[config.mk]
export PLATFORM = sky130hd
export DESIGN_NAME = matmul_seq_ctrl_flat
export DESIGN_NICKNAME = d
export VERILOG_FILES = /design/src/rtl/matmul_pkg.sv /design/src/rtl/matmul_seq_ctrl_if.sv /design/src/rtl/matmul_valid_delay.sv /design/src/rtl/matmul_seq_ctrl.sv /design/src/flat_wrapper.sv
export SDC_FILE = /design/constraint.sdc
export NUM_CORES = 1
export LEC_CHECK = 0
export ABC_CLOCK_PERIOD_IN_PS = 3600
export BUFFER_PORTS_ARGS = -buffer_cell sky130_fd_sc_hd__buf_2
export CAP_MARGIN = 15
export CORE_MARGIN = 5
export CORE_UTILIZATION = 53
export DETAILED_ROUTE_END_ITERATION = 6
export MAX_ROUTING_LAYER = met4
export PLACE_DENSITY = 0.86
export SETUP_SLACK_MARGIN = 0.5
export SLEW_MARGIN = 25
export SYNTH_ARGS = -nofsm -noshare
export SYNTH_HDL_FRONTEND = slang
export SYNTH_SLANG_ARGS = --single-unit
[constraint.sdc]
create_clock -name clk -period 3.6 [get_ports clk]
set_input_delay 0 -clock clk [delete_from_list [all_inputs] [get_ports clk]]
set_output_delay 0 -clock clk [all_outputs]
set_load 0.01 [all_outputs]
[src/rtl/matmul_pkg.sv]
// matmul_pkg: shared sizes, latencies, sequencer states and config check for the matmul sequencer
package matmul_pkg;

    localparam int DIM        = 64;
    localparam int IN_AW      = 6;
    localparam int OUT_AW     = 12;
    localparam int MEM_RD_LAT = 1;
    localparam int TREE_LAT   = 7;
    localparam int LAT        = MEM_RD_LAT + TREE_LAT;

    typedef enum logic [1:0] {IDLE, ISSUE, DRAIN, DONE} state_t;

    // A tile dimension is usable when it is 1..DIM
    function automatic logic cfg_ok(input logic [IN_AW:0] n);
        return (n != '0) && (n <= (IN_AW+1)'(DIM));
    endfunction

endpackage

[src/rtl/matmul_seq_ctrl_if.sv]
// matmul_seq_ctrl_if: PS handshake, config and memory-port bundle of the matmul sequencer
interface matmul_seq_ctrl_if;

    logic                          start;
    logic                          abort;
    logic [matmul_pkg::IN_AW:0]    cfg_rows;
    logic [matmul_pkg::IN_AW:0]    cfg_cols;
    logic                          en_a;
    logic [matmul_pkg::IN_AW-1:0]  addr_a;
    logic                          en_b;
    logic [matmul_pkg::IN_AW-1:0]  addr_b;
    logic                          en_out;
    logic                          we_out;
    logic [matmul_pkg::OUT_AW-1:0] addr_out;
    logic                          busy;
    logic                          done;
    logic                          cfg_err;

    modport master (
        output start, abort, cfg_rows, cfg_cols,
        input  en_a, addr_a, en_b, addr_b, en_out, we_out, addr_out, busy, done, cfg_err
    );

    modport slave (
        input  start, abort, cfg_rows, cfg_cols,
        output en_a, addr_a, en_b, addr_b, en_out, we_out, addr_out, busy, done, cfg_err
    );

endinterface

[src/rtl/matmul_valid_delay.sv]
// matmul_valid_delay: LAT-deep valid+address shift line aligning output writes with the tree result
module matmul_valid_delay
    import matmul_pkg::*;
(
    input  logic              clk,
    input  logic              rst,
    input  logic              flush_i,
    input  logic              valid_i,
    input  logic [OUT_AW-1:0] addr_i,
    output logic              valid_o,
    output logic              pending_o,
    output logic [OUT_AW-1:0] addr_o
);

    logic [LAT-1:0]    vld_q;
    logic [OUT_AW-1:0] adr_q [LAT];

    // Shift one stage per clock; invalid slots carry address 0 so addr_o is 0 whenever valid_o is low
    always_ff @(posedge clk or posedge rst) begin
        if (rst) begin
            vld_q <= '0;
            for (int k = 0; k < LAT; k++) adr_q[k] <= '0;
        end else if (flush_i) begin
            vld_q <= '0;
            for (int k = 0; k < LAT; k++) adr_q[k] <= '0;
        end else begin
            vld_q    <= {vld_q[LAT-2:0], valid_i};
            adr_q[0] <= valid_i ? addr_i : '0;
            for (int k = 1; k < LAT; k++) adr_q[k] <= adr_q[k-1];
        end
    end

    assign valid_o   = vld_q[LAT-1];
    assign addr_o    = adr_q[LAT-1];
    assign pending_o = |vld_q[LAT-2:0];

endmodule

[src/rtl/matmul_seq_ctrl.sv]
// matmul_seq_ctrl: walks all (i, j) pairs of a tile, drives A/B reads and delayed output writes
module matmul_seq_ctrl
    import matmul_pkg::*;
(
    input  logic            clk,
    input  logic            rst,
    matmul_seq_ctrl_if.slave bus
);

    state_t             state_q;
    logic [IN_AW-1:0]   i_q, j_q, last_i_q, last_j_q;
    logic               en_q, busy_q, done_q, cfg_err_q;
    logic               wr_valid, pending, flush, last_j;
    logic [OUT_AW-1:0]  wr_addr;

    assign last_j = j_q == last_j_q;
    assign flush  = bus.abort && (state_q == ISSUE || state_q == DRAIN);

    // Sequencer FSM with i/j counters; all handshake and read-port outputs are registered here
    always_ff @(posedge clk or posedge rst) begin
        if (rst) begin
            state_q   <= IDLE;
            i_q       <= '0;
            j_q       <= '0;
            last_i_q  <= '0;
            last_j_q  <= '0;
            en_q      <= 1'b0;
            busy_q    <= 1'b0;
            done_q    <= 1'b0;
            cfg_err_q <= 1'b0;
        end else begin
            done_q    <= 1'b0;
            cfg_err_q <= 1'b0;
            case (state_q)
                IDLE: begin
                    if (bus.start && !bus.abort) begin
                        if (cfg_ok(bus.cfg_rows) && cfg_ok(bus.cfg_cols)) begin
                            last_i_q <= IN_AW'(bus.cfg_rows - (IN_AW+1)'(1));
                            last_j_q <= IN_AW'(bus.cfg_cols - (IN_AW+1)'(1));
                            i_q      <= '0;
                            j_q      <= '0;
                            en_q     <= 1'b1;
                            busy_q   <= 1'b1;
                            state_q  <= ISSUE;
                        end else begin
                            cfg_err_q <= 1'b1;
                        end
                    end
                end
                ISSUE: begin
                    if (bus.abort) begin
                        en_q    <= 1'b0;
                        busy_q  <= 1'b0;
                        state_q <= IDLE;
                    end else if (last_j && i_q == last_i_q) begin
                        en_q    <= 1'b0;
                        state_q <= DRAIN;
                    end else if (last_j) begin
                        j_q <= '0;
                        i_q <= i_q + IN_AW'(1);
                    end else begin
                        j_q <= j_q + IN_AW'(1);
                    end
                end
                DRAIN: begin
                    if (bus.abort) begin
                        busy_q  <= 1'b0;
                        state_q <= IDLE;
                    end else if (!pending) begin
                        busy_q  <= 1'b0;
                        done_q  <= 1'b1;
                        state_q <= DONE;
                    end
                end
                default: state_q <= IDLE;
            endcase
        end
    end

    matmul_valid_delay u_delay (
        .clk       (clk),
        .rst       (rst),
        .flush_i   (flush),
        .valid_i   (en_q),
        .addr_i    ({i_q, j_q}),
        .valid_o   (wr_valid),
        .pending_o (pending),
        .addr_o    (wr_addr)
    );

    assign bus.en_a     = en_q;
    assign bus.en_b     = en_q;
    assign bus.addr_a   = i_q;
    assign bus.addr_b   = j_q;
    assign bus.we_out   = wr_valid;
    assign bus.en_out   = wr_valid;
    assign bus.addr_out = wr_addr;
    assign bus.busy     = busy_q;
    assign bus.done     = done_q;
    assign bus.cfg_err  = cfg_err_q;

endmodule

[src/flat_wrapper.sv]
// flat-port wrapper written by rule: the top's interface ports become plain ports
module matmul_seq_ctrl_flat import matmul_pkg::*;
  (clk, rst, bus_start, bus_abort, bus_cfg_rows, bus_cfg_cols, bus_en_a, bus_addr_a, bus_en_b, bus_addr_b, bus_en_out, bus_we_out, bus_addr_out, bus_busy, bus_done, bus_cfg_err);
  matmul_seq_ctrl_if bus_i ();
  input  logic clk;
  input  logic rst;
  input wire logic [$bits(bus_i.start)-1:0] bus_start;
  input wire logic [$bits(bus_i.abort)-1:0] bus_abort;
  input wire logic [$bits(bus_i.cfg_rows)-1:0] bus_cfg_rows;
  input wire logic [$bits(bus_i.cfg_cols)-1:0] bus_cfg_cols;
  output wire logic [$bits(bus_i.en_a)-1:0] bus_en_a;
  output wire logic [$bits(bus_i.addr_a)-1:0] bus_addr_a;
  output wire logic [$bits(bus_i.en_b)-1:0] bus_en_b;
  output wire logic [$bits(bus_i.addr_b)-1:0] bus_addr_b;
  output wire logic [$bits(bus_i.en_out)-1:0] bus_en_out;
  output wire logic [$bits(bus_i.we_out)-1:0] bus_we_out;
  output wire logic [$bits(bus_i.addr_out)-1:0] bus_addr_out;
  output wire logic [$bits(bus_i.busy)-1:0] bus_busy;
  output wire logic [$bits(bus_i.done)-1:0] bus_done;
  output wire logic [$bits(bus_i.cfg_err)-1:0] bus_cfg_err;
  assign bus_i.start = bus_start;
  assign bus_i.abort = bus_abort;
  assign bus_i.cfg_rows = bus_cfg_rows;
  assign bus_i.cfg_cols = bus_cfg_cols;
  assign bus_en_a = bus_i.en_a;
  assign bus_addr_a = bus_i.addr_a;
  assign bus_en_b = bus_i.en_b;
  assign bus_addr_b = bus_i.addr_b;
  assign bus_en_out = bus_i.en_out;
  assign bus_we_out = bus_i.we_out;
  assign bus_addr_out = bus_i.addr_out;
  assign bus_busy = bus_i.busy;
  assign bus_done = bus_i.done;
  assign bus_cfg_err = bus_i.cfg_err;
  matmul_seq_ctrl u_core (.clk(clk), .rst(rst), .bus(bus_i));
endmodule
==> metrics.md <==
| Metric | Value |
|---|---|
| Synthesized cell area | `5440 um^2` |
| Reg clk slew, reported paths | `0.06 ns` |
| Slew HR | `0.453` |
| Max Freq | `365 MHz` |
| H-tree depth | `4` |
| Ys Warns | `0` |
| Min setup slack post-route | `0.857 ns` |
| Crit share post-route | `0.762` |
| Pin slew with the least headroom to its limit | `0.821 ns` |
| Slowest cell on crit path | `a41oi_2` |
| Sw frac | `0.324` |
| PwrDens | `720 nW/um^2` |
| Int Power | `3.16 mW` |
| Syn Nets | `478` |
| Worst path depth | `9` |
| Pre-antenna DRT Iters | `4` |
| Hold Violations, Final | `0` |
| Worst EP required | `3.96 ns` |
| CP dominant cell by count | `or3_1` |
| Setup WS pre-CTS | `0.912 ns` |
| CP Capture Type | `flip-flop` |
| Max Cap Viol | `0` |
| Data arrival, critical path | `3.10 ns` |
| Critical path's top delay family | `simple AND/OR/NAND/NOR gates` |
| Die X | `111 um` |
| IO buf count | `48` |
| Vias in the first global route | `3657` |
| Async set-reset flop share out of synthesis | `1.00` |
| Root Driver | `clkbuf_8` |
| Status | `completed` |
| Antenna violations before repair | `0` |
| Pleak | `3.27 nW` |
| Vias | `3465` |
| Ys flop type | `dfrtp_1` |
| TritonCTS clock tree | `done` |
| Crit start category | `input port` |
| DPL Wire Length | `6030 um` |
| Power share of the clock group | `0.364` |
| Synth area leader | `dfrtp_1` |
| Sw power | `1.51 mW` |
| Drt total wl | `9720 um` |
| Setup TNS | `0 ns` |
| CTS buffer count | `17` |
| DR iter-0 viols | `171` |
| FP Rows | `37` |
| Proportion of layout cells with a drive suffix above 1 | `0.181` |
| FF-to-FF End | `u_core.bus.addr_a[5]` |
| Number of enable flip-flop cells after synthesis | `0` |
| Area Growth Syn to Fin | `19.4%` |
| I/O pin count | `49` |
| FF-to-FF path depth | `6` |
| Hold WS | `0.228 ns` |
| Register area share after synthesis | `0.617` |
| Reg2reg setup slack | `0.99 ns` |
| Core ar. | `10200 um^2` |
| Unrepaired setup endpoints after global routing | `no` |
| Wire length per cell | `14.8 um` |
| Clock Skews | `0.00928 ns` |
| Critical path fanouts, max | `20` |
| Setup CP Type | `input port to flip-flop` |
| Final setup fails | `0` |
| Sink Count | `134` |
| Avg Inst Size Synth | `12.0 um^2` |
| Reg power frac | `0.418` |
| Clk_lat worst skew | `0.51 ns` |
| WP buf/inv | `3` |
| Initial Utilization | `0.534` |
| Critical-path cell list | `dlygate4sd3_1 -> buf_2 -> inv_1 -> ha_1 -> or4b_4 -> or3_1 -> a41oi_2 -> or3_1 -> o311ai_1` |
| Diodes inserted | `0` |
| Share of Yosys cell area claimed by the top area cell type | `0.617` |
| Pin count of the biggest net entering global routing | `135` |
| First-pass GRT wire length | `16800 um` |
| # Post-CTS Setup Buffers | `0` |
| Count of cell types in the netlist | `48` |
| Flops & latches, synth | `134` |
| Final ANT Viol Nets | `0` |
| Grt ovf | `0` |
| Cells after Synth | `452` |
| Post-CTS Resized | `0` |
| Min Tclk post-route | `2.74 ns` |
| Hold Crit Class | `input port to async pin` |
| DR DRC count | `0` |
| Synth area leaders | `dfrtp_1, and2_1, buf_4, xor2_1, and3_1` |
| Clock Path Buffers | `2` |
| Nets | `532` |
| Peak supply drop | `318 uV` |
| Placer Congestion | `0.905` |
| Die area | `12400 um^2` |
| Max incr delay on CP | `0.71 ns` |
| Vias/cell | `5.29` |
| Max Slew Vio Count | `0` |
| Combinational share of power | `0.218` |
| Reg2reg start | `u_core.state_q[1]` |
| GRT Util Overall | `0.173` |
| Die H | `111 um` |
-- cells in the mapped netlist (2+ instances only) --
| master | count |
|---|---|
| xor2_1 | 12 |
| or4b_4 | 2 |
| o211ai_1 | 6 |
| o31ai_1 | 10 |
| inv_1 | 13 |
| o2111ai_1 | 2 |
| a41oi_1 | 2 |
| o21ai_0 | 17 |
| or4_1 | 5 |
| o41ai_1 | 4 |
| xnor2_1 | 7 |
| nand3_1 | 7 |
| dfrtp_1 | 134 |
| nand2b_1 | 6 |
| a21oi_1 | 4 |
| nor3_1 | 2 |
| nand4_1 | 2 |
| and2_1 | 94 |
| o311ai_0 | 4 |
| buf_4 | 14 |
| nor4_1 | 2 |
| or3_1 | 3 |
| o311ai_1 | 3 |
| nand2_1 | 22 |
| nor2b_1 | 3 |
| clkbuf_1 | 21 |
| ha_1 | 8 |
| o41a_1 | 2 |
| nor2_1 | 5 |
| a211oi_1 | 3 |
| and3_1 | 16 |
-- cell type report --
cell class / instances / area [um^2]
multi-input cells: 268 / 1840
well taps: 136 / 170
fillers: 772 / 3700
repair buffers: 72 / 483
flip-flops and latches: 134 / 3350
clock inverters: 15 / 179
clock buffers: 17 / 414
inverters: 13 / 52.6
-- worst min-delay path: stages --
cell and delay (ns):
dlygate4sd3_1 0.53, buf_2 0.14, clkinvlp_4 0.07, buf_12 0.49
-- cells in the final DEF, fill, tap and decap left out, drive strengths merged, types with 7 or more instances in the layout --
cell and instances:
ha 8, o311ai 7, buf 52, inv 21, o21ai 19, and2 94, clkbuf 17, xor2 12
dlygate4sd3 20, nand3 7, and3 16, dfrtp 134, xnor2 7, nand2 22, o31ai 12
-- logic make-up (layout without fill, tap and decap cells) --
| logic type | after synthesis | count (layout) | share of synthesized area |
|---|---|---|---|
| XOR/XNOR | 19 | 19 | 0.0306 |
| flip-flops | 134 | 134 | 0.617 |
| AND/OR/NAND/NOR | 173 | 173 | 0.191 |
| buffers and inverters | 50 | 117 | 0.0458 |
| AO/OA/AOI/OAI | 67 | 67 | 0.0955 |
| multiplexers | 1 | 1 | 0.00184 |
| adder cells (fa/ha/maj) | 8 | 8 | 0.0184 |
-- sequential cells by signal (all words and copies together), names as in the netlist --
signal                 flops
u_core.bus.en_a            1
u_core.last_j_q            6
u_core.u_delay.vld_q       8
u_core.u_delay.adr_q      84
u_core.bus.addr_a          6
u_core.state_q             2
u_core.u_delay.addr_o     12
u_core.bus.done            1
u_core.last_i_q            6
u_core.bus.busy            1
u_core.bus.cfg_err         1
u_core.bus.addr_b          6
-- per-stage QoR --
step,cell area (um^2),util,cells,total power [mW]
floorplan,5440,-,452,2.69
global placement,5700,0.559,603,2.91
detailed placement,5700,0.559,603,2.97
CTS,6490,0.637,655,4.73
global route,6490,0.637,655,4.95
finish,6490,0.637,655,4.67
-- what timing repair did --
action	in CTS	in global routing
hold buffers	20	0
setup endpoints to repair	0	0
hold endpoints to repair	152	0
-- routing by layer --
metal  GRT usage  wire (um)  vias to the layer above
met3      0.0524        441                       18
met4      0.0819        193                        0
met5           -          0                        -
li1            -          -                     1631
met2       0.282       5080                       93
met1       0.196       4000                     1723
-- power by group through the flow --
stage               Sequential, mW  Clock [mW]  Combinational, mW
finish                        1.95        1.70               1.02
global route                  1.99        1.82               1.15
CTS                           1.95        1.75               1.02
detailed placement            1.98           0              0.994
global placement              1.96           0              0.947
floorplan                     1.93           0              0.757
-- worst max path at each step --
stage	from	end	slack (ns)
global route	bus_cfg_cols[0]	u_core.bus.addr_a[5]	0.71
CTS	bus_cfg_rows[0]	u_core.bus.addr_a[5]	0.91
finish	bus_cfg_rows[0]	u_core.bus.addr_a[5]	0.86
floorplan	u_core.bus.addr_b[0]	u_core.bus.addr_a[4]	1.54
global placement	bus_cfg_rows[0]	u_core.bus.addr_a[5]	1.06
detailed placement	bus_cfg_cols[0]	u_core.bus.addr_a[5]	0.91
No activity file was read; power rests on OpenSTA's default activity.
